**src/rtl/slot_token_sched.sv**
```systemverilog
// slot_token_sched: slot timer plus token-bucket packet gate in front of the ESW ingress.
// Packets are passed or dropped whole, decided at the head word. New slot and refill
// settings are captured on a beacon toggle and take effect at the next slot boundary.
module slot_token_sched #(
    parameter logic [15:0] BUCKET_DEPTH = 16'd64,
    parameter logic [31:0] DEF_PERIOD   = 32'h7a12,
    parameter logic [31:0] DEF_REFILL   = 32'd10
) (
    input  logic         clk,
    input  logic         rst,
    input  logic [31:0]  time_slot_period,
    input  logic [31:0]  token_bucket_para,
    input  logic         beacon_update_master,
    input  logic [133:0] in_data,
    input  logic         in_data_wr,
    input  logic         in_valid,
    input  logic         in_valid_wr,
    output logic [133:0] out_data,
    output logic         out_data_wr,
    output logic         out_valid,
    output logic         out_valid_wr,
    output logic         slot_start,
    output logic [7:0]   slot_id,
    output logic [15:0]  tokens,
    output logic [31:0]  pass_cnt,
    output logic [31:0]  drop_cnt
);

    localparam int unsigned DW = 134;
    localparam int unsigned CW = 32;
    localparam int unsigned TW = 16;

    typedef enum logic [1:0] {
        ST_IDLE = 2'd0,
        ST_PASS = 2'd1,
        ST_DROP = 2'd2
    } state_t;

    state_t          state_q;
    logic [CW-1:0]   slot_cnt_q;
    logic [CW-1:0]   active_period_q;
    logic [CW-1:0]   active_refill_q;
    logic [CW-1:0]   shadow_period_q;
    logic [CW-1:0]   shadow_refill_q;
    logic            pending_q;
    logic            bum_prev_q;
    logic            slot_start_q;
    logic [7:0]      slot_id_q;
    logic [TW-1:0]   tokens_q;
    logic [TW-1:0]   tokens_d;
    logic [CW-1:0]   pass_cnt_q;
    logic [CW-1:0]   drop_cnt_q;
    logic [DW-1:0]   out_data_q;
    logic            out_data_wr_q;
    logic            out_valid_q;
    logic            out_valid_wr_q;

    logic            toggle_c;
    logic            boundary_c;
    logic [CW:0]     sum_c;
    logic [TW-1:0]   refilled_c;
    logic [TW-1:0]   avail_c;
    logic            head_c;
    logic            tail_c;
    logic            head_pass_c;
    logic            fwd_c;
    logic [CW-1:0]   clamp_period_c;

    // Decode boundary, toggle, packet framing and the token decision for this cycle
    always_comb begin
        toggle_c       = beacon_update_master != bum_prev_q;
        boundary_c     = slot_cnt_q >= (active_period_q - CW'(1));
        sum_c          = (CW+1)'(tokens_q) + (CW+1)'(active_refill_q);
        refilled_c     = (sum_c > (CW+1)'(BUCKET_DEPTH)) ? BUCKET_DEPTH : TW'(sum_c);
        avail_c        = boundary_c ? refilled_c : tokens_q;
        head_c         = in_data_wr && (in_data[133:132] == 2'b01);
        tail_c         = in_data_wr && (in_data[133:132] == 2'b10);
        head_pass_c    = head_c && (avail_c != TW'(0));
        fwd_c          = head_c ? head_pass_c : (state_q == ST_PASS);
        clamp_period_c = (time_slot_period < CW'(2)) ? CW'(2) : time_slot_period;
        tokens_d       = avail_c;
        if (head_pass_c) begin
            tokens_d = avail_c - TW'(1);
        end
    end

    // Slot counter, boundary pulse and shadow/active configuration
    always_ff @(posedge clk) begin
        if (rst) begin
            slot_cnt_q      <= '0;
            slot_start_q    <= 1'b0;
            slot_id_q       <= '0;
            active_period_q <= DEF_PERIOD;
            active_refill_q <= DEF_REFILL;
            shadow_period_q <= DEF_PERIOD;
            shadow_refill_q <= DEF_REFILL;
            pending_q       <= 1'b0;
            bum_prev_q      <= beacon_update_master;
        end else begin
            bum_prev_q <= beacon_update_master;
            if (boundary_c) begin
                slot_cnt_q   <= '0;
                slot_start_q <= 1'b1;
                slot_id_q    <= slot_id_q + 8'd1;
                if (pending_q) begin
                    active_period_q <= shadow_period_q;
                    active_refill_q <= shadow_refill_q;
                end
            end else begin
                slot_cnt_q   <= slot_cnt_q + CW'(1);
                slot_start_q <= 1'b0;
            end
            // A toggle on the boundary cycle is held for the following boundary
            if (toggle_c) begin
                shadow_period_q <= clamp_period_c;
                shadow_refill_q <= token_bucket_para;
                pending_q       <= 1'b1;
            end else if (boundary_c) begin
                pending_q <= 1'b0;
            end
        end
    end

    // Packet gate FSM, token bucket, counters and registered data path
    always_ff @(posedge clk) begin
        if (rst) begin
            state_q        <= ST_IDLE;
            tokens_q       <= BUCKET_DEPTH;
            pass_cnt_q     <= '0;
            drop_cnt_q     <= '0;
            out_data_q     <= '0;
            out_data_wr_q  <= 1'b0;
            out_valid_q    <= 1'b0;
            out_valid_wr_q <= 1'b0;
        end else begin
            tokens_q <= tokens_d;
            if (head_c) begin
                // A head always restarts the decision, truncating any open packet
                if (head_pass_c) begin
                    state_q    <= ST_PASS;
                    pass_cnt_q <= pass_cnt_q + CW'(1);
                end else begin
                    state_q    <= ST_DROP;
                    drop_cnt_q <= drop_cnt_q + CW'(1);
                end
            end else begin
                case (state_q)
                    ST_PASS, ST_DROP: if (tail_c) state_q <= ST_IDLE;
                    default:          state_q <= ST_IDLE;
                endcase
            end
            out_data_q     <= (fwd_c && in_data_wr) ? in_data : '0;
            out_data_wr_q  <= fwd_c && in_data_wr;
            out_valid_wr_q <= fwd_c && in_valid_wr;
            out_valid_q    <= fwd_c && in_valid_wr && in_valid;
        end
    end

    assign out_data     = out_data_q;
    assign out_data_wr  = out_data_wr_q;
    assign out_valid    = out_valid_q;
    assign out_valid_wr = out_valid_wr_q;
    assign slot_start   = slot_start_q;
    assign slot_id      = slot_id_q;
    assign tokens       = tokens_q;
    assign pass_cnt     = pass_cnt_q;
    assign drop_cnt     = drop_cnt_q;

endmodule

```
**config.mk**
```make
export PLATFORM = sky130hd
export DESIGN_NAME = slot_token_sched
export DESIGN_NICKNAME = d
export VERILOG_FILES = /design/src/rtl/slot_token_sched.sv
export SDC_FILE = /design/constraint.sdc
export NUM_CORES = 1
export LEC_CHECK = 0
export CORE_MARGIN = 4
export CORE_UTILIZATION = 45
export DETAILED_ROUTE_END_ITERATION = 10
export GPL_TIMING_DRIVEN = 0
export PLACE_DENSITY_LB_ADDON = 0.2
export SLEW_MARGIN = 10
export SYNTH_ARGS = -nofsm -noshare
export SYNTH_HDL_FRONTEND = slang
export SYNTH_SLANG_ARGS = --single-unit
```
**constraint.sdc**
```tcl
create_clock -name clk -period 6.66 [get_ports clk]
set_input_delay 1.332 -clock clk [delete_from_list [all_inputs] [get_ports clk]]
set_output_delay 1.332 -clock clk [all_outputs]
set_load 0.05 [all_outputs]
```
==> results of run 1 <==
## logic make-up (layout without fill, tap and decap cells)
| kind of cell | after synthesis | count (layout) | synth area share |
|---|---|---|---|
| xor+xnor | 94 | 94 | 0.04822 |
| fa+ha+maj | 57 | 57 | 0.04221 |
| flops | 390 | 390 | 0.4572 |
| other cells | 0 | 2 | 0 |
| buf+inv | 149 | 664 | 0.03444 |
| mux | 8 | 8 | 0.004983 |
| simple gates | 892 | 892 | 0.2589 |
| compound gates | 424 | 425 | 0.1540 |
## metrics by stage
stage                     power [mW]   TNS, ns    util  instance area [um^2]  setup WS, ns
final                          5.230         0  0.6302                 23680        0.2949
after global routing           5.411  -0.02305  0.6302                 23680      -0.02305
after CTS                      5.260         0  0.6260                 23520       0.09229
after detailed placement       2.911   -202.42  0.5852                 21990        -1.256
after global placement         2.903   -178.11  0.5852                 21990        -1.172
after floorplan                2.673         0       -                 17080        0.8065
## layer usage
layer / part of all wire / GRT usage / wire length, um / vias up
li1: - / - / - / 8115
met1: 0.44 / 0.3739 / 26080 / 7949
met2: 0.46 / 0.4280 / 27060 / 580
met3: 0.078 / 0.06421 / 4600 / 103
met4: 0.025 / 0.07008 / 1472 / 2
met5: 0.00020 / 0 / 12 / -
## repair_timing
action | in CTS | in global routing
pin swaps | 2 | 6
setup buffers | 3 | 9
endpoints found under the hold margin | 0 | 0
hold buffers | 0 | 0
endpoints found under the setup margin | 219 | 198
gates cloned | 0 | 1
resized for setup | 29 | 28
## tightest hold or removal path, delay by kind of cell, from the launching register on
kind | cells | cell delay (ns)
DFF | 1 | 0.31
and+or+nand+nor | 1 | 0.05
AOI/OAI and AO/OA | 1 | 0.05
## area by class of cell
cell class / instances / share of cell area
well taps: 511 / 0.02700
inverters: 35 / 0.005548
clock buffers: 66 / 0.05416
flip-flops and latches: 390 / 0.3297
multi-input cells: 1476 / 0.3736
plain buffers: 114 / 0.02061
repair buffers: 439 / 0.1843
clock inverters: 10 / 0.004861
diodes: 2 / 0.0002113
## power groups by stage
stage                     registers [mW]  clock network, mW  logic [mW]
after floorplan                     2.51                  0       0.164
after global routing                2.42               2.49       0.500
after global placement              2.46                  0       0.442
after CTS                           2.41               2.39       0.458
after detailed placement            2.46                  0       0.448
final                               2.41               2.35       0.467
## sequential cells by signal (all words and copies together), names as in the netlist, 8 cells and up
| name | flops |
|---|---|
| out_data | 134 |
| slot_id | 8 |
| tokens | 16 |
| slot_cnt_q | 32 |
| pass_cnt | 32 |
| drop_cnt | 32 |
| active_period_q | 32 |
| shadow_refill_q | 32 |
| active_refill_q | 32 |
| shadow_period_q | 32 |
## worst max-delay path by stage
stage	start	endpoint	slack [ns]
after floorplan	active_period_q[6]$_SDFFE_PP0P_	pass_cnt[15]$_SDFFE_PP0P_	0.81
after global placement	active_period_q[6]$_SDFFE_PP0P_	out_data[117]$_SDFF_PP0_	-1.17
after detailed placement	active_period_q[6]$_SDFFE_PP0P_	out_data[74]$_SDFF_PP0_	-1.26
after CTS	active_period_q[6]$_SDFFE_PP0P_	pass_cnt[7]$_SDFFE_PP0P_	0.09
after global routing	active_period_q[15]$_SDFFE_PP0P_	pass_cnt[28]$_SDFFE_PP0P_	-0.02
final	active_period_q[2]$_SDFFE_PP0P_	out_data[99]$_SDFF_PP0_	0.29
## layout by cell type (no fill, tap or decap), types with 12 or more instances in the layout
cell and instances:
a21oi_1 210, and2_1 12, and3_1 154, buf_4 13, clkbuf_1 91, clkbuf_16 43
clkbuf_2 15, clkbuf_8 12, clkdlybuf4s50_1 427, dfxtp_1 390, ha_1 56, inv_1 35
nand2_1 333, nand2b_1 13, nand3_1 64, nand4_1 35, nor2_1 122, nor3_1 25
nor4_1 23, o211ai_1 18, o21ai_0 65, o31ai_1 18, or3_1 42, or4_1 20
xnor2_1 46, xor2_1 47
==> metrics.txt, run 1 <==
Synth Register Bits=390; clock-pin slew on the worst setup and hold paths=0.06 ns; Hold Crit Class=reg2reg; post-synthesis async set-or-reset flop share=0; worst slew pin tran=1.253 ns; Worst Hold Depth=2; final net count=2759; residual DRC count=0; detailed-route via count=16749; PwrDens=220.8 mW/mm^2; r2r endpoint=out_data[99]$_SDFF_PP0_; number of global-route vias before repair=15730; largest area contributor in the synthesized netlist=dfxtp_1; die area=0.04113 mm^2; antenna violations before repair=3; CTS Root Cell=clkbuf_16; area of the multi-input gates=0.008848 mm^2; top_reg_cell synth=dfxtp_1; Initial Util=0.4544; cell family with most CP delay=simple AND/OR/NAND/NOR gates; CTS tree=yes; period utilisation layout=0.9557; Final ANT Viol Nets=0; status=completed; worst stage delay on the critical path=0.60 ns; count leader, synth=dfxtp_1; critical path peak fanout=10; Clk Latency, worst-skew pair=0.56 ns; CTS Buffer Depth=3; I/O pins=430; clock share of power=0.449; CP Capture Type=register; 1st-pass router iterations=5; Max Clock Skew=0.01501 ns; cell area after synthesis=0.01708 mm^2; Crit path depth=23; die height=202.8 um; DR vias/cell=5.504; aggregate global routing overflow=0; sequential area share after synthesis=0.4572; kind of critical path=reg2reg; crit path time final=6.365 ns; first-pass GRT wire length=88820 um; switching pwr=1.243 mW; flop-to-flop setup slack=0.29 ns; top cell type's share of synthesized area=0.4572; Die X=202.8 um; Synth Net Count=2275; clock sinks=390; Final Hold Vio Count=0; Sequential Power Share=0.461; P&R area growth vs syn=38.69%; largest cells by area after synthesis=dfxtp_1 (46%), nand2_1 (7.3%), a21oi_1 (6.2%), and3_1 (5.7%), ha_1 (4.1%); CP max stage cell=or4_1; Hold Slack=0.4486 ns; synth cell count leaders=dfxtp_1 (390), nand2_1 (333), a21oi_1 (211); Critical Path AT=6.86 ns; MaxCap Viol Count=0; min-delay src=shadow_period_q[27]$_SDFFE_PP0P_; CTS H-tree lvls=2; Critical Path RT=7.15 ns; aggregate global-route resource usage=0.2703; end of the worst hold path=shadow_period_q[27]$_SDFFE_PP0P_; Filler cells=3345; max frequency=0.1571 GHz; largest net degree at the start of global routing=14; synthesized area per cell=8.478 um^2; Cells after DPL=2952; fin cells=3043; static leakage=8.993 nW; DRC marker count from the first detailed-route iteration=1041; mean routed wirelength per cell=19.46 um; Syn Inst Count=2014; cells along the critical path=nor4_1, nand2_1, nor3_4, nand3_4, nor4_4, xnor2_1, ha_1, nand4_1, nor4_4, nor3b_4, a31oi_4, or4_1, nor4_2, nand3_2, a2bb2oi_1, ha_1, o21ai_2, a31o_2, o21ai_2, a21oi_4, buf_4, clkbuf_2, and3_1; Max Transition Viols Final=0; Core Rows=71; gpl congestion=0.9412; share of cells above drive strength 1=0.06364; total CTS buffers=42; reg-to-reg critical path startpoint=active_period_q[2]$_SDFFE_PP0P_; internal power=3.987 mW; synth unique cells=79; CORE AREA=0.03758 mm^2; slew margin rel.=0.1615; register area=0.007807 mm^2; routed wire length=59230 um; Worst Setup Start Kind=register; Logic pwr share=0.089; Net Sw Frac=0.2377; Peak VDD IR=170.1 uV; DP Wirelength=45530 um; Synth warnings=0; cells on worst reg2reg path=23; number of enable flip-flop cells after synthesis=0; crit path buf inv count=2; # port buffers=427; Final Setup Violations=0
(Power assumes the default switching activity.)
==> run 2, diff against run 1 <==
--- a/config.mk
+++ b/config.mk
@@ -6,8 +6,9 @@
 export NUM_CORES = 1
 export LEC_CHECK = 0
 export CORE_MARGIN = 4
-export CORE_UTILIZATION = 45
+export CORE_UTILIZATION = 52
 export DETAILED_ROUTE_END_ITERATION = 10
+export DONT_BUFFER_PORTS = 1
 export GPL_TIMING_DRIVEN = 0
 export PLACE_DENSITY_LB_ADDON = 0.2
 export SLEW_MARGIN = 10
==> metrics.txt, run 2 (synthesis gave the netlist of run 1 again) <==
worst slew pin tran=1.152 ns (-0.1016 ns); DR vias/cell=5.984 (+8.7%); cells on worst reg2reg path=21 (-8.7%); hold buffers post-CTS=0 (unchanged); Core Rows=66 (-7.0%); static leakage=7.408 nW (-18%); P&R area growth vs syn=12.80%; CTS tree=yes; Critical Path AT=6.69 ns (-0.17 ns); Critical Path RT=7.11 ns (-0.04 ns); Final Hold Vio Count=0 (unchanged); Filler cells=2896 (-13%); slew margin rel.=0.2295 (+0.06799); Max Clock Skew=0.02259 ns (+0.007585 ns); aggregate global-route resource usage=0.2888 (+0.01847); final net count=2327 (-16%); number of global-route vias before repair=14240 (-9.5%); Worst Setup Start Kind=register; total CTS buffers=41 (-2.4%); Final ANT Viol Nets=0 (unchanged); most frequent cells in the layout=dfxtp_1 (390), nand2_1 (333), a21oi_1 (210); CP Capture Type=register; MaxCap Viol Count=0 (unchanged); DRC marker count from the first detailed-route iteration=1055 (+1.3%); die area=0.03580 mm^2 (-13%); aggregate global routing overflow=0 (unchanged); Max Transition Viols Final=0 (unchanged); Initial Util=0.5261 (+0.07174); critical path peak fanout=10 (unchanged); clock-pin slew on the worst setup and hold paths=0.06 ns (about the same); most common cell after layout, fill and taps aside=dfxtp_1; CORE AREA=0.03245 mm^2 (-14%); CTS Root Cell=clkbuf_16; origin of the worst setup path=tokens[0]$_SDFF_PP0_; Peak VDD IR=246.2 uV (+45%); PwrDens=264.2 mW/mm^2 (+20%); CTS Buffer Depth=3 (unchanged); residual DRC count=0 (unchanged); max reg flops=134 (unchanged); DP Wirelength=41930 um (-7.9%); Final Setup Violations=0 (unchanged); share of cells above drive strength 1=0.07354 (+0.009907); mean routed wirelength per cell=21.40 um (+9.9%); r2r endpoint=out_data[53]$_SDFF_PP0_; # port buffers=0 (-100%); max frequency=0.1603 GHz (+2.0%); unrepaired setup endpoints after global routing=no; Clk Latency, worst-skew pair=0.55 ns (about the same); largest net degree at the start of global routing=15 (+1); antenna violations before repair=3 (unchanged); reg-to-reg critical path startpoint=tokens[0]$_SDFF_PP0_; period utilisation layout=0.9369 (-0.01878); first-pass GRT wire length=82450 um (-7.2%); kind of critical path=reg2reg; I/O pins=430 (unchanged); die height=189.2 um (-6.7%); status=completed; Die X=189.2 um (-6.7%); 1st-pass router iterations=5 (unchanged); flop-to-flop setup slack=0.42 ns (+0.13 ns); gpl congestion=0.9535 (+1.3%); detailed-route via count=15193 (-9.3%); Hold Slack=0.4392 ns (-0.009402 ns); Hold Crit Class=reg2reg; routed wire length=54320 um (-8.3%); CTS H-tree lvls=2 (unchanged); Total Neg Setup Slack=0 ns (unchanged); CP endpoint=out_data[53]$_SDFF_PP0_; clock sinks=390 (unchanged); crit path time final=6.240 ns (-0.1251 ns)
## run 2: per-layer routing
layer	vias to the layer above	track usage	wire, um
met5	-	0	7
met3	83	0.09790	5808
li1	7252	-	-
met4	2	0.08292	1458
met2	621	0.4437	24260
met1	7235	0.3901	22790
## run 2: critical path, stage by stage, from the launching register on
cell and delay, ns:
dfxtp_1 0.80, ha_1 0.33, inv_1 0.07, fa_1 0.38, nand2b_1 0.24, a21oi_2 0.37, o211ai_1 0.24, nand2_1 0.20
a32oi_1 0.17, or4_1 0.55, nor4_4 0.34, and3_1 0.21, clkbuf_1 0.32, a22oi_1 0.20, ha_1 0.32, o21ai_2 0.11
a31o_2 0.18, o21ai_2 0.14, a21oi_4 0.25, buf_4 0.22, clkbuf_2 0.22, and3_1 0.25
## run 2: area by class of cell
| cell class | count | area, um^2 | area share |
|---|---|---|---|
| inverters | 35 | 131.4 | 0.006821 |
| repair buffers | 9 | 67.56 | 0.003508 |
| clock inverters | 14 | 214.0 | 0.01111 |
| diodes | 3 | 7.507 | 0.0003898 |
| well taps | 442 | 553.0 | 0.02871 |
| flip-flops and latches | 390 | 7807 | 0.4054 |
| plain buffers | 114 | 480.5 | 0.02494 |
| multi-input cells | 1475 | 8813 | 0.4576 |
| clock buffers | 57 | 1186 | 0.06158 |
## run 2: power breakdown
part	total (mW)	internal [mW]	switching (mW)
Sequential	2.47	2.38	0.0918
Combinational	0.244	0.0770	0.167
Clock	2.37	1.44	0.934
Total	5.09	3.90	1.19
## run 2: worst min path at each step
stage	startpoint	endpoint	slack, ns	depth (start not counted)
after floorplan	shadow_period_q[10]$_SDFFE_PP0P_	shadow_period_q[10]$_SDFFE_PP0P_	0.43	2
after global placement	shadow_period_q[24]$_SDFFE_PP0P_	active_period_q[24]$_SDFFE_PP0P_	0.44	2
after detailed placement	shadow_period_q[30]$_SDFFE_PP0P_	active_period_q[30]$_SDFFE_PP0P_	0.44	2
after CTS	shadow_refill_q[12]$_SDFFE_PP0P_	active_refill_q[12]$_SDFFE_PP0P_	0.44	2
after global routing	shadow_period_q[21]$_SDFFE_PP0P_	shadow_period_q[21]$_SDFFE_PP0P_	0.47	2
final	shadow_refill_q[12]$_SDFFE_PP0P_	active_refill_q[12]$_SDFFE_PP0P_	0.44	2
## run 2: stage by stage
| stage | std cells | instance area (um^2) | total power, mW | setup slack (ns) | utilization |
|---|---|---|---|---|---|
| 2_1_floorplan | 2014 | 17080 | 2.673 | 0.8065 | - |
| 3_3_place_gp | 2456 | 17630 | 2.749 | -1.257 | 0.5432 |
| 3_5_place_dp | 2456 | 17630 | 2.753 | -1.133 | 0.5434 |
| 4_1_cts | 2530 | 19140 | 5.118 | 0.02014 | 0.5899 |
| 5_1_grt | 2536 | 19250 | 5.251 | 0.05428 | 0.5933 |
| 6_report | 2539 | 19260 | 5.089 | 0.4200 | 0.5935 |
## run 2: timing repair
action	4_1_cts	5_1_grt
setup endpoints to repair	216	204
buffers inserted	3	6
pin swaps	2	5
gates resized for setup	25	18
gates cloned	0	0
==> run 3, diff against run 2 <==
--- a/config.mk
+++ b/config.mk
@@ -6,7 +6,7 @@
 export NUM_CORES = 1
 export LEC_CHECK = 0
 export CORE_MARGIN = 4
-export CORE_UTILIZATION = 52
+export CORE_UTILIZATION = 29
 export DETAILED_ROUTE_END_ITERATION = 10
 export DONT_BUFFER_PORTS = 1
 export GPL_TIMING_DRIVEN = 0
==> metrics.txt, run 3 (synthesis gave the netlist of run 1 again) <==
first-pass GRT wire length=94720 um (+15%); DP Area=0.01806 mm^2 (+2.4%); clock sinks=390 (unchanged); crit path time final=6.374 ns (+0.1337 ns); static leakage=7.492 nW (+1.1%); clock-pin slew on the worst setup and hold paths=0.06 ns (about the same); CTS Root Cell=clkbuf_16; CP max stage cell=or4_1; total CTS buffers=45 (+9.8%); Clk Latency, worst-skew pair=0.59 ns (+0.04 ns); Peak VDD IR=164.5 uV (-33%); P&R area growth vs syn=16.37%; DRC marker count from the first detailed-route iteration=1183 (+12%); Hold Crit Class=reg2reg; slew margin rel.=0.2516 (+0.02207); Final Hold Vio Count=0 (unchanged); mean routed wirelength per cell=22.68 um (+6.0%); die height=250.7 um (+32%); Critical Path RT=7.16 ns (+0.05 ns); most common cell after layout, fill and taps aside=dfxtp_1; fin cells=2874 (+13%); CTS tree=yes; 1st-pass router iterations=6 (+1); CP Capture Type=register; PwrDens=266.6 mW/mm^2 (+0.91%); antenna violations before repair=6 (+3); worst slew pin tran=1.123 ns (-0.02920 ns); cells along the critical path=or4_1, nor3_4, nand3_2, nor4_4, xnor2_1, ha_1, nand4_1, nor4_4, nor3b_4, a31oi_4, or4_1, nor4_2, nand3_2, a2bb2oi_1, ha_2, o21ai_2, a31o_2, o21ai_4, a21oi_4, buf_2, clkbuf_4, nor2b_1; # port buffers=0 (unchanged); critical path peak fanout=10 (unchanged); max reg flops=134 (unchanged); worst stage delay on the critical path=0.66 ns (-0.14 ns); DR vias/cell=5.262 (-12%); Final Setup Violations=0 (unchanged); Finished Cell Area=0.01987 mm^2 (+3.2%); status=completed; MaxCap Viol Count=0 (unchanged); largest net degree at the start of global routing=20 (+5); detailed-route via count=15122 (-0.47%); CTS H-tree lvls=2 (unchanged); Worst Setup Start Kind=register; final net count=2331 (+0.17%); Core Rows=88 (+33%); residual DRC count=0 (unchanged); I/O pins=430 (unchanged); Max Clock Skew=0.03304 ns (+0.01045 ns); DP Wirelength=51220 um (+22%); kind of critical path=reg2reg; number of global-route vias before repair=14337 (+0.68%); most frequent cells in the layout=dfxtp_1 (390), nand2_1 (333), a21oi_1 (210); routed wire length=65170 um (+20%); CTS Buffer Depth=3 (unchanged); CORE AREA=0.05803 mm^2 (+79%); Die X=250.7 um (+32%); Initial Util=0.2943 (-0.2319); aggregate global routing overflow=0 (unchanged); hold buffers post-CTS=0 (unchanged); Final ANT Viol Nets=0 (unchanged); period utilisation layout=0.9570 (+0.02007); Max Transition Viols Final=0 (unchanged); Final Util=0.3424 (-0.2511); share of cells above drive strength 1=0.08317 (+0.009631); gpl congestion=0.9773 (+2.5%); Cells after DPL=2780 (+13%); Critical Path AT=6.88 ns (+0.19 ns); max frequency=0.1569 GHz (-2.1%); aggregate global-route resource usage=0.1953 (-0.09350); die area=0.06283 mm^2 (+75%)
-- run 3: cell count changes in the layout (fill, tap and decap cells not counted), moves of 2 or more --
cell | previous run | this run
clkbuf_4 | 1 | 3
clkbuf_1 | 88 | 81
clkinv_4 | 1 | 3
bufinv_16 | 5 | 3
diode_2 | 3 | 5
clkinv_2 | 3 | 8
clkbuf_16 | 41 | 46
clkinvlp_4 | 3 | 5
-- run 3: path summary, 6_finish.rpt --
path | startpoint | endpoint | slack [ns] | cells after the start
worst min-delay path | shadow_refill_q[30]$_SDFFE_PP0P_ | shadow_refill_q[30]$_SDFFE_PP0P_ | 0.45 | 2
worst max register to register | active_period_q[6]$_SDFFE_PP0P_ | out_data[132]$_SDFF_PP0_ | 0.29 | 22
worst min register to register | shadow_refill_q[30]$_SDFFE_PP0P_ | shadow_refill_q[30]$_SDFFE_PP0P_ | 0.45 | 2
worst max-delay path | active_period_q[6]$_SDFFE_PP0P_ | out_data[132]$_SDFF_PP0_ | 0.29 | 22
-- run 3: critical path: cells and delay by family (launching register included) --
kind            cells  cell delay (ns)
compound gates      6             1.15
xor+xnor            1             0.12
fa+ha+maj           2             0.59
buf+inv             2             0.55
flops               1             0.37
simple gates       11             3.48
-- run 3: per-layer routing --
layer	up-vias	routed length, um	track usage
li1	7263	-	-
met5	-	12	0
met4	2	1833	0.05627
met3	98	5426	0.05493
met1	7286	29530	0.2774
met2	473	28370	0.2891
-- run 3: layout make-up --
| cell class | count | area [um^2] |
|---|---|---|
| inverters | 35 | 131.4 |
| multi-input cells | 1476 | 8859 |
| flip-flops and latches | 390 | 7807 |
| fillers | 5963 | 38160 |
| plain buffers | 112 | 480.5 |
| clock buffers | 59 | 1300 |
| clock inverters | 22 | 244.0 |
| well taps | 765 | 957.2 |
| repair buffers | 10 | 78.83 |
| diodes | 5 | 12.51 |
-- run 3: timing repair --
item                       CTS  global route
gates cloned                 0             1
pin swaps                    5             5
gates resized for setup     25            35
buffers inserted             4             5
setup endpoints to repair  219           197
-- run 3: metrics by stage --
stage	worst slack [ns]	total power [mW]	hold WS, ns	setup TNS, ns
2_1_floorplan	0.8065	2.673	0.4321	0
5_1_grt	-0.01831	5.475	0.4695	-0.02018
3_5_place_dp	-1.614	2.775	0.4470	-241.63
3_3_place_gp	-1.680	2.769	0.4397	-250.51
6_report	0.2864	5.298	0.4535	0
4_1_cts	0.01671	5.348	0.4560	0
-- run 3: report_power, final --
group	leakage [nW]	total, mW	internal (mW)	switching [mW]
clock network	0.751	2.56	1.50	1.06
registers	3.16	2.48	2.38	0.0962
logic	3.58	0.262	0.0799	0.182
total	7.49	5.30	3.96	1.33
